===== config.mk =====
export PLATFORM = sky130hd
export DESIGN_NAME = ram_display_reader
export DESIGN_NICKNAME = d
export VERILOG_FILES = /design/src/rtl/ram_display_reader.sv
export SDC_FILE = /design/constraint.sdc
export NUM_CORES = 1
export LEC_CHECK = 0
export BUFFER_PORTS_ARGS = -buffer_cell sky130_fd_sc_hd__buf_2
export CELL_PAD_IN_SITES_DETAIL_PLACEMENT = 0
export CELL_PAD_IN_SITES_GLOBAL_PLACEMENT = 1
export CORE_MARGIN = 10
export CORE_UTILIZATION = 33
export CTS_CLUSTER_SIZE = 28
export DETAILED_ROUTE_END_ITERATION = 8
export PLACE_DENSITY_LB_ADDON = 0.1
export SYNTH_ARGS = -nofsm -noshare
export SYNTH_HDL_FRONTEND = slang
export SYNTH_SLANG_ARGS = --single-unit

===== constraint.sdc =====
create_clock -name clk_i -period 1.54 [get_ports clk_i]
set_input_delay 0.385 -clock clk_i [delete_from_list [all_inputs] [get_ports clk_i]]
set_output_delay 0.385 -clock clk_i [all_outputs]
set_load 0.01 [all_outputs]

===== src/rtl/ram_display_reader.sv =====
// ram_display_reader: scans the character RAM from address 0 and streams each entry to the UART over valid/ready.
// Optional build macro NUL_STOP_EN: end the dump early at the first 0x00 entry.
`default_nettype none

module ram_display_reader #(
  parameter int DEPTH      = 40,
  parameter int ADDR_WIDTH = 6,
  parameter int DATA_WIDTH = 7
) (
  input  logic                  clk_i,
  input  logic                  rst_ni,
  input  logic                  start_i,
  output logic [ADDR_WIDTH-1:0] address_o,
  input  logic [DATA_WIDTH-1:0] ram_data_i,
  output logic [7:0]            tx_data_o,
  output logic                  tx_valid_o,
  input  logic                  tx_ready_i,
  output logic                  busy_o,
  output logic                  done_o
);

  typedef enum logic [1:0] {
    S_IDLE  = 2'd0,
    S_FETCH = 2'd1,
    S_SEND  = 2'd2,
    S_DONE  = 2'd3
  } state_t;

  localparam logic [ADDR_WIDTH-1:0] LAST_ADDR = ADDR_WIDTH'(DEPTH - 1);

  state_t                state_q, state_d;
  logic [ADDR_WIDTH-1:0] addr_q,  addr_d;
  logic [DATA_WIDTH-1:0] char_q,  char_d;

  always_ff @(posedge clk_i or negedge rst_ni) begin
    if (!rst_ni) begin
      state_q <= S_IDLE;
      addr_q  <= '0;
      char_q  <= '0;
    end else begin
      state_q <= state_d;
      addr_q  <= addr_d;
      char_q  <= char_d;
    end
  end

  always_comb begin
    state_d = state_q;
    addr_d  = addr_q;
    char_d  = char_q;
    case (state_q)
      S_IDLE: begin
        addr_d = '0;
        if (start_i) state_d = S_FETCH;
      end
      S_FETCH: begin
        char_d = ram_data_i;
`ifdef NUL_STOP_EN
        state_d = (ram_data_i == '0) ? S_DONE : S_SEND;
`else
        state_d = S_SEND;
`endif
      end
      S_SEND: begin
        // Character and address stay frozen until the transmitter takes the byte.
        if (tx_ready_i) begin
          if (addr_q == LAST_ADDR) begin
            state_d = S_DONE;
          end else begin
            addr_d  = addr_q + 1'b1;
            state_d = S_FETCH;
          end
        end
      end
      S_DONE: begin
        addr_d  = '0;
        state_d = S_IDLE;
      end
      default: begin
        addr_d  = '0;
        state_d = S_IDLE;
      end
    endcase
  end

  assign address_o  = addr_q;
  assign tx_data_o  = 8'(char_q);
  assign tx_valid_o = (state_q == S_SEND);
  assign busy_o     = (state_q != S_IDLE);
  assign done_o     = (state_q == S_DONE);

endmodule

`default_nettype wire


==> results of run 1 <==
[layout make-up]
| class | instances | share of cell area |
|---|---|---|
| Clock buffer | 3 | 0.0188 |
| Clock inverter | 1 | 0.00418 |
| Inverter | 5 | 0.0157 |
| Multi-Input combinational cell | 52 | 0.401 |
| Sequential cell | 15 | 0.315 |
| Tap cell | 30 | 0.0314 |
| Timing Repair Buffer | 39 | 0.214 |
[worst paths after layout]
path | cells past startpoint | from | end | slack (ns)
setup / recovery | 3 | state_q[1] | tx_valid_o | 0.0004
hold / removal | 2 | ram_data_i[2] | char_q[2] | 0.32
setup reg to reg | 6 | state_q[0] | address_o[5] | 0.06
hold reg to reg | 1 | char_q[0] | char_q[0] | 0.51
max in group asynchronous | 2 | rst_ni | state_q[1] | 0.75
min in group asynchronous | 2 | rst_ni | char_q[3] | 0.52
[routing by layer]
| metal | wire length (µm) | up-vias | global-route usage | share of wire |
|---|---|---|---|---|
| met2 | 844 | 32 | 0.119 | 0.42 |
| met3 | 216 | 4 | 0.0335 | 0.11 |
| li1 | - | 355 | - | - |
| met4 | 57 | 0 | 0.0581 | 0.028 |
| met5 | 0 | - | 0 | 0 |
| met1 | 902 | 346 | 0.0995 | 0.45 |
[state kept, by name, indices dropped and copies added, names as in the netlist]
signal / flops
char_q: 7
address_o: 6
state_q: 2
[report_power, final]
part	switching, W	total, W	internal (W)
combinational	0.000571	0.00125	0.000680
sequential	0.0000744	0.000603	0.000529
clock	0.000134	0.000230	0.0000967
[logic make-up (layout without fill, tap and decap cells)]
kind of cell,count (synthesis),after routing,share of synthesized area
other,1,1,0.00441
AND/OR/NAND/NOR,19,19,0.163
adder cells (fa/ha/maj),6,6,0.0884
flip-flops,15,15,0.442
AO/OA/AOI/OAI,17,17,0.144
multiplexers,9,9,0.116
buffers and inverters,8,48,0.0412
[per-stage QoR]
| step | setup TNS, ns | instances | instance area (µm²) | worst slack, ns | util |
|---|---|---|---|---|---|
| 2_1_floorplan | 0 | 75 | 852 | 0.0520 | - |
| 3_3_place_gp | 0 | 134 | 1050 | 0.0686 | 0.423 |
| 3_5_place_dp | -0.0111 | 134 | 1050 | -0.0111 | 0.423 |
| 4_1_cts | -0.00451 | 144 | 1170 | -0.00448 | 0.474 |
| 5_1_grt | -0.0913 | 145 | 1200 | -0.0438 | 0.483 |
| 6_report | 0 | 145 | 1200 | 0.000383 | 0.483 |
[critical path: stages, from the launching register on]
cell,delay (ns)
dfrtp_2,0.46
buf_6,0.13
ha_4,0.16
buf_6,0.12
[placed cells by master, fill, tap and decap left out, types with 2 or more instances in the layout]
cell type / count
a31oi_1: 4
and3_1: 2
buf_2: 23
buf_4: 10
buf_6: 5
clkbuf_4: 3
dfrtp_1: 14
ha_1: 2
ha_4: 3
inv_1: 2
inv_2: 3
mux2_2: 7
mux2i_1: 2
nand2_1: 4
nand4_1: 2
nor2b_1: 3
o2111ai_1: 2
o211ai_1: 2
o21ai_0: 3
[what timing repair did]
action / CTS / global route
pin swaps: 0 / 1
hold buffers: 1 / 0
gates resized for setup: 10 / 5
setup endpoints to repair: 3 / 11
setup buffers: 5 / 1
endpoints found under the hold margin: 15 / 0
==> summary.md, run 1 <==
| Metric | Value |
|---|---|
| WP data required | `1.15 ns` |
| Crit. End Element | `primary output` |
| Vias/cell | `5.08` |
| Clk_lat worst skew | `0.29 ns` |
| Area delta synth->final | `40.8%` |
| H-tree levels | `1` |
| Worst clock skew | `0.00579 ns` |
| Run status | `complete, no violations` |
| Synthesis Warnings | `0` |
| Total gr overflow | `0` |
| Row Count | `18` |
| Max_cap viols | `0` |
| Clk buf depth | `2` |
| CTS tree | `yes` |
| WP data arrival | `1.15 ns` |
| Number of max-slew violations in the final report | `0` |
| P_leak | `0.558 nW` |
| Overall global routing resource usage | `0.0834` |
| Tot Pwr | `0.00208 W` |
| Io pins | `28` |
| Sequential Area | `377 µm²` |
| Final nets | `133` |
| Worst VDD drop | `0.00113 V` |
| Register bit total from synthesis | `15` |
| Minimum clock period | `1.54 ns` |
| Post-synth EDFFs | `0` |
| Die ar. | `0.00500 mm²` |
| Synth Cell Area | `850 µm²` |
| Main synth FF type | `dfrtp_1` |
| TritonRoute pass-1 iters | `5` |
| Pwr Density | `1740 mW/mm²` |
| Clock Pin Slew Worst Setup and Hold Paths | `0.09 ns` |
| Worst Setup Path Type | `flip-flop to primary output` |
| Final-report hold violation count | `0` |
| Count of cell types in the netlist | `31` |
| FMAX | `650 MHz` |
| Max FO, Critical Path | `4` |
| Hold Path Class | `input port to flip-flop` |
| Placer congestion estimate | `0.755` |
| CTS sink cnt | `15` |
| Leading post-synthesis cells by cell area | `dfrtp_1 (44%), mux2_2 (9.3%), ha_1 (8.8%)` |
| TritonCTS buffer count | `3` |
| Fill cells | `247` |
| DRC | `0` |
| Top cell type's share of synthesized area | `0.442` |
| Initial antenna violation count | `0` |
| Most common cell in the netlist | `dfrtp_1` |
| Cells after Synth | `75` |
| Root Buffer Master | `clkbuf_4` |
| Largest net degree at the start of global routing | `16` |
| Buffers on Ports | `26` |
| Core area | `0.00248 mm²` |
| Final ANT Viol Nets | `0` |
| Starting DRC count in detailed routing | `14` |
| Die width | `70.7 µm` |
| Final worst-path cycle share | `1.00` |
| Ant. Diodes | `0` |
| Cell taking the most area after synthesis | `dfrtp_1` |
| Share of cells above drive strength 1 | `0.522` |
| Post-DP HPWL | `1.55 mm` |
| Top post-synthesis cells by count | `dfrtp_1 (15), mux2_2 (7), ha_1 (6), inv_1 (5)` |
| First-pass GRT wire length | `3.48 mm` |
| Area of the multi-input gates | `479 µm²` |
| Starting density of the core | `0.343` |
| Asr flop ratio synth | `1.00` |
| Syn Area/Cell | `11.3 µm²` |
| Syn_nets | `92` |
| Height of the chip | `70.7 µm` |
| Vias in the first global route | `731` |
| Wire per inst | `13.9 µm` |
| RSZ-0062 raised after global routing | `true` |
| CP Launch Type | `flip-flop` |
| Setup violations, final | `0` |
| Hold Slack | `0.320 ns` |
| Detailed Route WL | `2.02 mm` |
| Total number of vias | `737` |
| Seq/Total Area, Yosys | `0.442` |
Note: power is estimated with default switching activity, not from simulation.
==> run 2: changes to the inputs <==
ABC_AREA = 1   (was unset)
CORE_UTILIZATION = 31   (was 33)
==> run 2 against run 1 <==
- the run now ends with negative hold slack left
- largest power group unchanged
- sequential share of layout area up 4.7 points
- synthesized cell count up 16%
- routed wire length shrank 9.7%
- critical path type unchanged
- clock-buffer cell count up 1
- clock skew is 0.0050 ns lower
- cell area down 13%
- die area up 0.35%
- area after synthesis fell by 5.6%
- critical path depth is the same
- register-to-register slack better by 0.05 ns
- setup slack improved by 0.0049 ns
- critical endpoint unchanged
==> summary.md, run 2 <==
| Metric | Value |
|---|---|
| Most common cell in the netlist | `nand2_1` |
| WP data required | `1.15 ns (about the same)` |
| Detailed Route WL | `1.82 mm (-9.7%)` |
| Max_cap viols | `0 (unchanged)` |
| Cell taking the most area after synthesis | `dfrtp_1` |
| WP data arrival | `1.15 ns (about the same)` |
| Initial antenna violation count | `0 (unchanged)` |
| Io pins | `28 (unchanged)` |
| Register bit total from synthesis | `15 (unchanged)` |
| Synthesis Warnings | `0 (unchanged)` |
| Commonest non-fill, non-tap cells in the layout | `buf_2 (25), nand2_1 (23), dfrtp_1 (15)` |
| Finished Cell Area | `0.00104 mm² (-13%)` |
| Overall global routing resource usage | `0.0707 (-0.0127)` |
| Number of flip-flops in the largest register | `7 (unchanged)` |
| Top post-synthesis cells by count | `nand2_1 (23), dfrtp_1 (15), inv_1 (12), mux2_2 (7), o21ai_0 (7)` |
| Ant. Diodes | `0 (unchanged)` |
| Total number of vias | `652 (-12%)` |
| Largest net degree at the start of global routing | `16 (unchanged)` |
| Number of max-slew violations in the final report | `0 (unchanged)` |
| Clock Pin Slew Worst Setup and Hold Paths | `0.09 ns (about the same)` |
| Share of cells above drive strength 1 | `0.421 (-0.100)` |
| Post-DP HPWL | `1.47 mm (-5.2%)` |
| Placer congestion estimate | `0.731 (-3.2%)` |
| Crit path from | `state_q[0]` |
| Row Count | `18 (unchanged)` |
| CTS tree | `yes` |
| Main synth FF type | `dfrtp_1` |
| P_leak | `0.576 nW (+3.2%)` |
| Worst Setup Path Type | `flip-flop to primary output` |
| Height of the chip | `70.9 µm (+0.18%)` |
| CP cell instances | `inv_2 > ha_2 > buf_2` |
| Failing checks | `negative hold slack` |
| Synth Cell Area | `802 µm² (-5.6%)` |
| Minimum clock period | `1.53 ns (-0.00489 ns)` |
| Max FO, Critical Path | `5 (+1)` |
| TritonRoute pass-1 iters | `4 (-1)` |
| Area delta synth->final | `29.3%` |
| Buffers on Ports | `26 (unchanged)` |
| # placed instances | `142 (+6.0%)` |
| Final worst-path cycle share | `0.997 (-0.00317)` |
| Pwr Density | `1940 mW/mm² (+11%)` |
| Vias in the first global route | `672 (-8.1%)` |
| Clk_lat worst skew | `0.27 ns (-0.02 ns)` |
| First-pass GRT wire length | `3.04 mm (-13%)` |
| Total gr overflow | `0 (unchanged)` |
| Post-placement cell area | `965 µm² (-8.0%)` |
| Syn_nets | `104 (+13%)` |
| Hold Slack | `-0.00186 ns (-0.322 ns)` |
| Run status | `finished with violations` |
| Top cell type's share of synthesized area | `0.468 (+0.0262)` |
| Clk buf depth | `2 (unchanged)` |
| Worst VDD drop | `0.00103 V (-8.8%)` |
| Die ar. | `0.00502 mm² (+0.35%)` |
| TritonCTS buffer count | `3 (unchanged)` |
| CP max stage delay | `0.42 ns (-0.04 ns)` |
| RSZ-0062 raised after global routing | `true` |
| Most flop-heavy register | `char_q` |
| Worst setup margin | `0.00527 ns (+0.00489 ns)` |
| Hold Path Class | `input port to asynchronous set/reset pin` |
| Starting density of the core | `0.324 (-0.0192)` |
| Vias/cell | `4.32 (-15%)` |
| Tot Pwr | `0.00201 W (-3.7%)` |
| CP Launch Type | `flip-flop` |
| Final nets | `139 (+4.5%)` |
| CTS sink cnt | `15 (unchanged)` |
| Post-Layout Cell Count | `151 (+4.1%)` |
| Leading post-synthesis cells by cell area | `dfrtp_1 (47%), nand2_1 (11%), mux2_2 (9.8%)` |
| Die width | `70.9 µm (+0.18%)` |
| Worst clock skew | `0.000812 ns (-0.00498 ns)` |
| Final-report hold violation count | `11 (+11)` |
| DRC | `0 (unchanged)` |
| Core area | `0.00248 mm² (unchanged)` |
| Starting DRC count in detailed routing | `2 (-12)` |
| Count of cell types in the netlist | `17 (-45%)` |
| Seq/Total Area, Yosys | `0.468 (+0.0262)` |
| Most common cell after layout, fill and taps aside | `buf_2` |
| Root Buffer Master | `clkbuf_4` |
| Syn Area/Cell | `9.22 µm² (-19%)` |
| Setup WS pre-CTS | `0.103 ns (+0.114 ns)` |
| H-tree levels | `1 (unchanged)` |
| Cells after Synth | `87 (+16%)` |
| FMAX | `652 MHz (+0.32%)` |
| Wire per inst | `12.1 µm (-13%)` |
| Setup violations, final | `0 (unchanged)` |
| Crit-path slowest cell | `dfrtp_1` |
| Asr flop ratio synth | `1.00 (unchanged)` |
| Crit. End Element | `primary output` |
| Worst R2R Start | `state_q[1]` |
| Final ANT Viol Nets | `0 (unchanged)` |
| Post-synth EDFFs | `0 (unchanged)` |
==> run 2: changes by cell type after synthesis, moves of 2 or more <==
cell and change:
a31oi_1 -4, nand2_1 +19, nand4_1 -2, o21ai_0 +4, nand3_1 +2, o211ai_1 -2, nor2b_1 -3, inv_1 +7
xor2_1 +2, nor2_1 +3, mux2i_1 -2, o2111ai_1 -2, and3_1 -2
==> run 2: stage by stage <==
step           setup TNS (ns)  utilization  hold WS, ns
2_1_floorplan               0            -       0.0894
5_1_grt                -0.145        0.419       0.0174
4_1_cts                     0        0.404      0.00542
6_report                    0        0.419     -0.00186
3_5_place_dp                0        0.389        0.310
3_3_place_gp                0        0.389        0.308
==> run 2: worst max-delay path: cells and delay by family, from the launching register on <==
family	cells	cell delay, ns
buf+inv	2	0.24
fa+ha+maj	1	0.22
flops	1	0.42
==> run 2: cells by family after synthesis <==
group,after synthesis,synth area share
AO/OA/AOI/OAI,7,0.0437
XOR/XNOR,2,0.0218
adder cells (fa/ha/maj),6,0.0936
buffers and inverters,15,0.0764
flip-flops,15,0.468
multiplexers,7,0.0983
other,1,0.00468
AND/OR/NAND/NOR,34,0.193
==> run 2: area by class of cell <==
class / instances / area, µm²
fillers: 276 / 1440
flip-flops and latches: 15 / 375
multi-input cells: 57 / 368
repair buffers: 32 / 181
inverters: 13 / 48.8
well taps: 30 / 37.5
clock buffers: 4 / 26.3
==> run 2: final timing paths <==
| kind | end | slack (ns) | depth (start not counted) |
|---|---|---|---|
| min in group clk_i | char_q[4] | 0.34 | 2 |
| setup reg to reg | char_q[3] | 0.11 | 4 |
| max in group asynchronous | char_q[3] | 1.30 | 1 |
| hold reg to reg | char_q[4] | 0.51 | 1 |
| setup / recovery | tx_valid_o | 0.005 | 3 |
| hold / removal | char_q[4] | -0.002 | 1 |
==> run 2: what timing repair did <==
| action | CTS | global route |
|---|---|---|
| setup buffers | 1 | 4 |
| gates resized for setup | 3 | 2 |
| endpoints found under the setup margin | 2 | 5 |
| hold buffers | 0 | 0 |
==> run 2: routing by layer <==
metal | global-route usage | routed length, µm | share of wire
met5 | 0 | 0 | 0
met4 | 0.0258 | 27 | 0.015
met3 | 0.0237 | 104 | 0.057
met2 | 0.118 | 813 | 0.45
met1 | 0.0819 | 878 | 0.48
==> run 2: power breakdown <==
group	leakage [nW]	total, W	switching (W)	internal (W)
Clock	0.0150	0.000223	0.000123	0.000100
Combinational	0.373	0.00115	0.000611	0.000536
Sequential	0.188	0.000638	0.0000900	0.000548
==> run 3: changes to the inputs <==
CORE_MARGIN = 5   (was 10)
==> run 3 against run 2 <==
- the flow now finishes without violations
- critical path depth increased by 1
- routed wire length is 1.9% lower
- flip-flop and latch count stayed put
- largest power group unchanged
- combinational power is 6% higher
- cell count down 0.66%
- via count increased by 2.1%
- clock-buffer cell count shrank 1
- total power up 4.3%
- sequential share of layout area shrank 1.3 points
- fmax up 1.5%
- clock skew increased by 0.0049 ns
- sequential power rose by 1%
==> summary.md, run 3 (synthesis gave the netlist of run 2 again) <==
| Metric | Value |
|---|---|
| Run status | `complete, no violations` |
| Placer congestion estimate | `0.754 (+3.1%)` |
| Final-report hold violation count | `0 (-11)` |
| Crit. End Element | `primary output` |
| Setup violations, final | `0 (unchanged)` |
| Worst Setup Path Type | `flip-flop to primary output` |
| Clk buf depth | `2 (unchanged)` |
| Sequential power share | `0.308 (-0.010)` |
| Final worst-path cycle share | `0.981 (-0.0151)` |
| Switching share of power | `0.411 (+0.000562)` |
| Total gr overflow | `0 (unchanged)` |
| Initial antenna violation count | `0 (unchanged)` |
| Clk_lat worst skew | `0.29 ns (+0.02 ns)` |
| Wire per inst | `11.9 µm (-1.2%)` |
| Row Count | `18 (unchanged)` |
| Gate power share | `0.581 (+0.010)` |
| Final Util | `0.434 (+0.0152)` |
| Ant. Diodes | `0 (unchanged)` |
| WP data required | `1.15 ns (about the same)` |
| Vias in the first global route | `655 (-2.5%)` |
| Final ANT Viol Nets | `0 (unchanged)` |
| Tot Pwr | `0.00210 W (+4.3%)` |
| CTS sink cnt | `15 (unchanged)` |
| TritonCTS buffer count | `3 (unchanged)` |
| Flop-to-flop setup slack | `0.19 ns (+0.08 ns)` |
| Critical path buffers and inverters | `3 (+1)` |
| Number of max-slew violations in the final report | `0 (unchanged)` |
| Final nets | `138 (-0.72%)` |
| Core area | `0.00248 mm² (unchanged)` |
| Routed wl met3 | `133 µm (+28%)` |
| Fill cells | `274 (-0.72%)` |
| Starting DRC count in detailed routing | `8 (+6)` |
| RSZ-0062 raised after global routing | `true` |
| Max FO, Critical Path | `4 (-1)` |
| Most flop-heavy register | `char_q` |
| Die ar. | `0.00370 mm² (-26%)` |
| TritonRoute pass-1 iters | `3 (-1)` |
| Top Metal Used | `met4` |
| WP data arrival | `1.13 ns (-0.02 ns)` |
| Crit-path slowest cell | `dfrtp_1` |
| Worst clock skew | `0.00566 ns (+0.00485 ns)` |
| Hold Path Class | `input port to flip-flop` |
| Starting density of the core | `0.324 (unchanged)` |
| Commonest non-fill, non-tap cells in the layout | `nand2_1 (23), buf_2 (23), dfrtp_1 (15)` |
| Overall global routing resource usage | `0.106 (+0.0351)` |
| Root Buffer Master | `clkbuf_4` |
| FMAX | `662 MHz (+1.5%)` |
| P_leak | `0.577 nW (+0.13%)` |
| CP max stage delay | `0.42 ns (about the same)` |
| Io pins | `28 (unchanged)` |
| Detailed Route WL | `1.79 mm (-1.9%)` |
| Max_cap viols | `0 (unchanged)` |
| First-pass GRT wire length | `2.87 mm (-5.5%)` |
| CP cell instances | `inv_2 > ha_4 > inv_2 > buf_6` |
| Worst VDD drop | `0.00110 V (+7.4%)` |
| Total number of vias | `666 (+2.1%)` |
| Area delta synth->final | `34.0%` |
| DRC | `0 (unchanged)` |
| Buffers on Ports | `26 (unchanged)` |
| Sw Pwr | `0.000860 W (+4.5%)` |
| CP Launch Type | `flip-flop` |
| CTS tree | `yes` |
| Clock Pin Slew Worst Setup and Hold Paths | `0.10 ns (about the same)` |
| Top delay family on crit path | `flip-flops` |
| Number of flip-flops in the largest register | `7 (unchanged)` |
| H-tree levels | `1 (unchanged)` |
| Die width | `60.9 µm (-14%)` |
| Clock power share | `0.111 (about the same)` |
| Vias/cell | `4.44 (+2.8%)` |
| Height of the chip | `60.9 µm (-14%)` |
| Most frequent CP cell | `inv_2` |
| Setup tns final | `0 ns (unchanged)` |
| Met2 WL post-DR | `862 µm (+6.0%)` |
| Met1 WL | `769 µm (-12%)` |
| Minimum clock period | `1.51 ns (-0.0233 ns)` |
| Share of cells above drive strength 1 | `0.433 (+0.0118)` |
| Pwr Density | `1950 mW/mm² (+0.67%)` |
| Post-DP HPWL | `1.33 mm (-9.7%)` |
| Largest net degree at the start of global routing | `16 (unchanged)` |
| Int Pwr | `0.00123 W (+4.2%)` |
[run 3: final timing paths]
| check | startpoint | endpoint | cells past startpoint |
|---|---|---|---|
| setup / recovery | state_q[0] | busy_o | 4 |
| hold / removal | ram_data_i[5] | char_q[5] | 2 |
| setup reg to reg | state_q[1] | char_q[4] | 3 |
| hold reg to reg | char_q[5] | char_q[5] | 1 |
| max in group asynchronous | rst_ni | address_o[5] | 2 |
| min in group asynchronous | rst_ni | char_q[0] | 2 |
[run 3: what timing repair did]
action,in CTS,in global routing
resized for setup,3,9
endpoints found under the hold margin,9,0
hold buffers,1,0
pin swaps,0,2
cloned,0,0
setup buffers,2,2
endpoints found under the setup margin,2,3
[run 3: power groups by stage]
stage                     Combinational [W]  Sequential, W  Clock (W)
after CTS                           0.00108       0.000642   0.000240
after global routing                0.00137       0.000673   0.000253
after detailed placement           0.000996       0.000657          0
after floorplan                    0.000640       0.000706          0
final                               0.00122       0.000646   0.000232
after global placement             0.000994       0.000655          0
[run 3: metal layers]
layer | global-route usage | up-vias
met1 | 0.131 | 311
met3 | 0.0277 | 2
met5 | 0 | -
met2 | 0.168 | 19
met4 | 0.0557 | 0
li1 | - | 334
[run 3: cell type report]
class | count | area [µm²] | area share
Multi-Input combinational cell | 57 | 393 | 0.366
Sequential cell | 15 | 375 | 0.349
Timing Repair Buffer | 31 | 193 | 0.179
Inverter | 13 | 48.8 | 0.0454
Tap cell | 30 | 37.5 | 0.0349
Clock buffer | 3 | 22.5 | 0.0210
Clock inverter | 1 | 5.00 | 0.00466
[run 3: metrics by stage]
step	std cells	setup slack, ns	cell area, µm²	hold WS [ns]
final	150	0.0286	1070	0.323
after global routing	150	-0.0254	1070	0.318
after CTS	148	0.000585	1020	0.315
after detailed placement	141	0.129	957	0.314
after global placement	141	0.121	957	0.310
after floorplan	87	0.202	802	0.0894
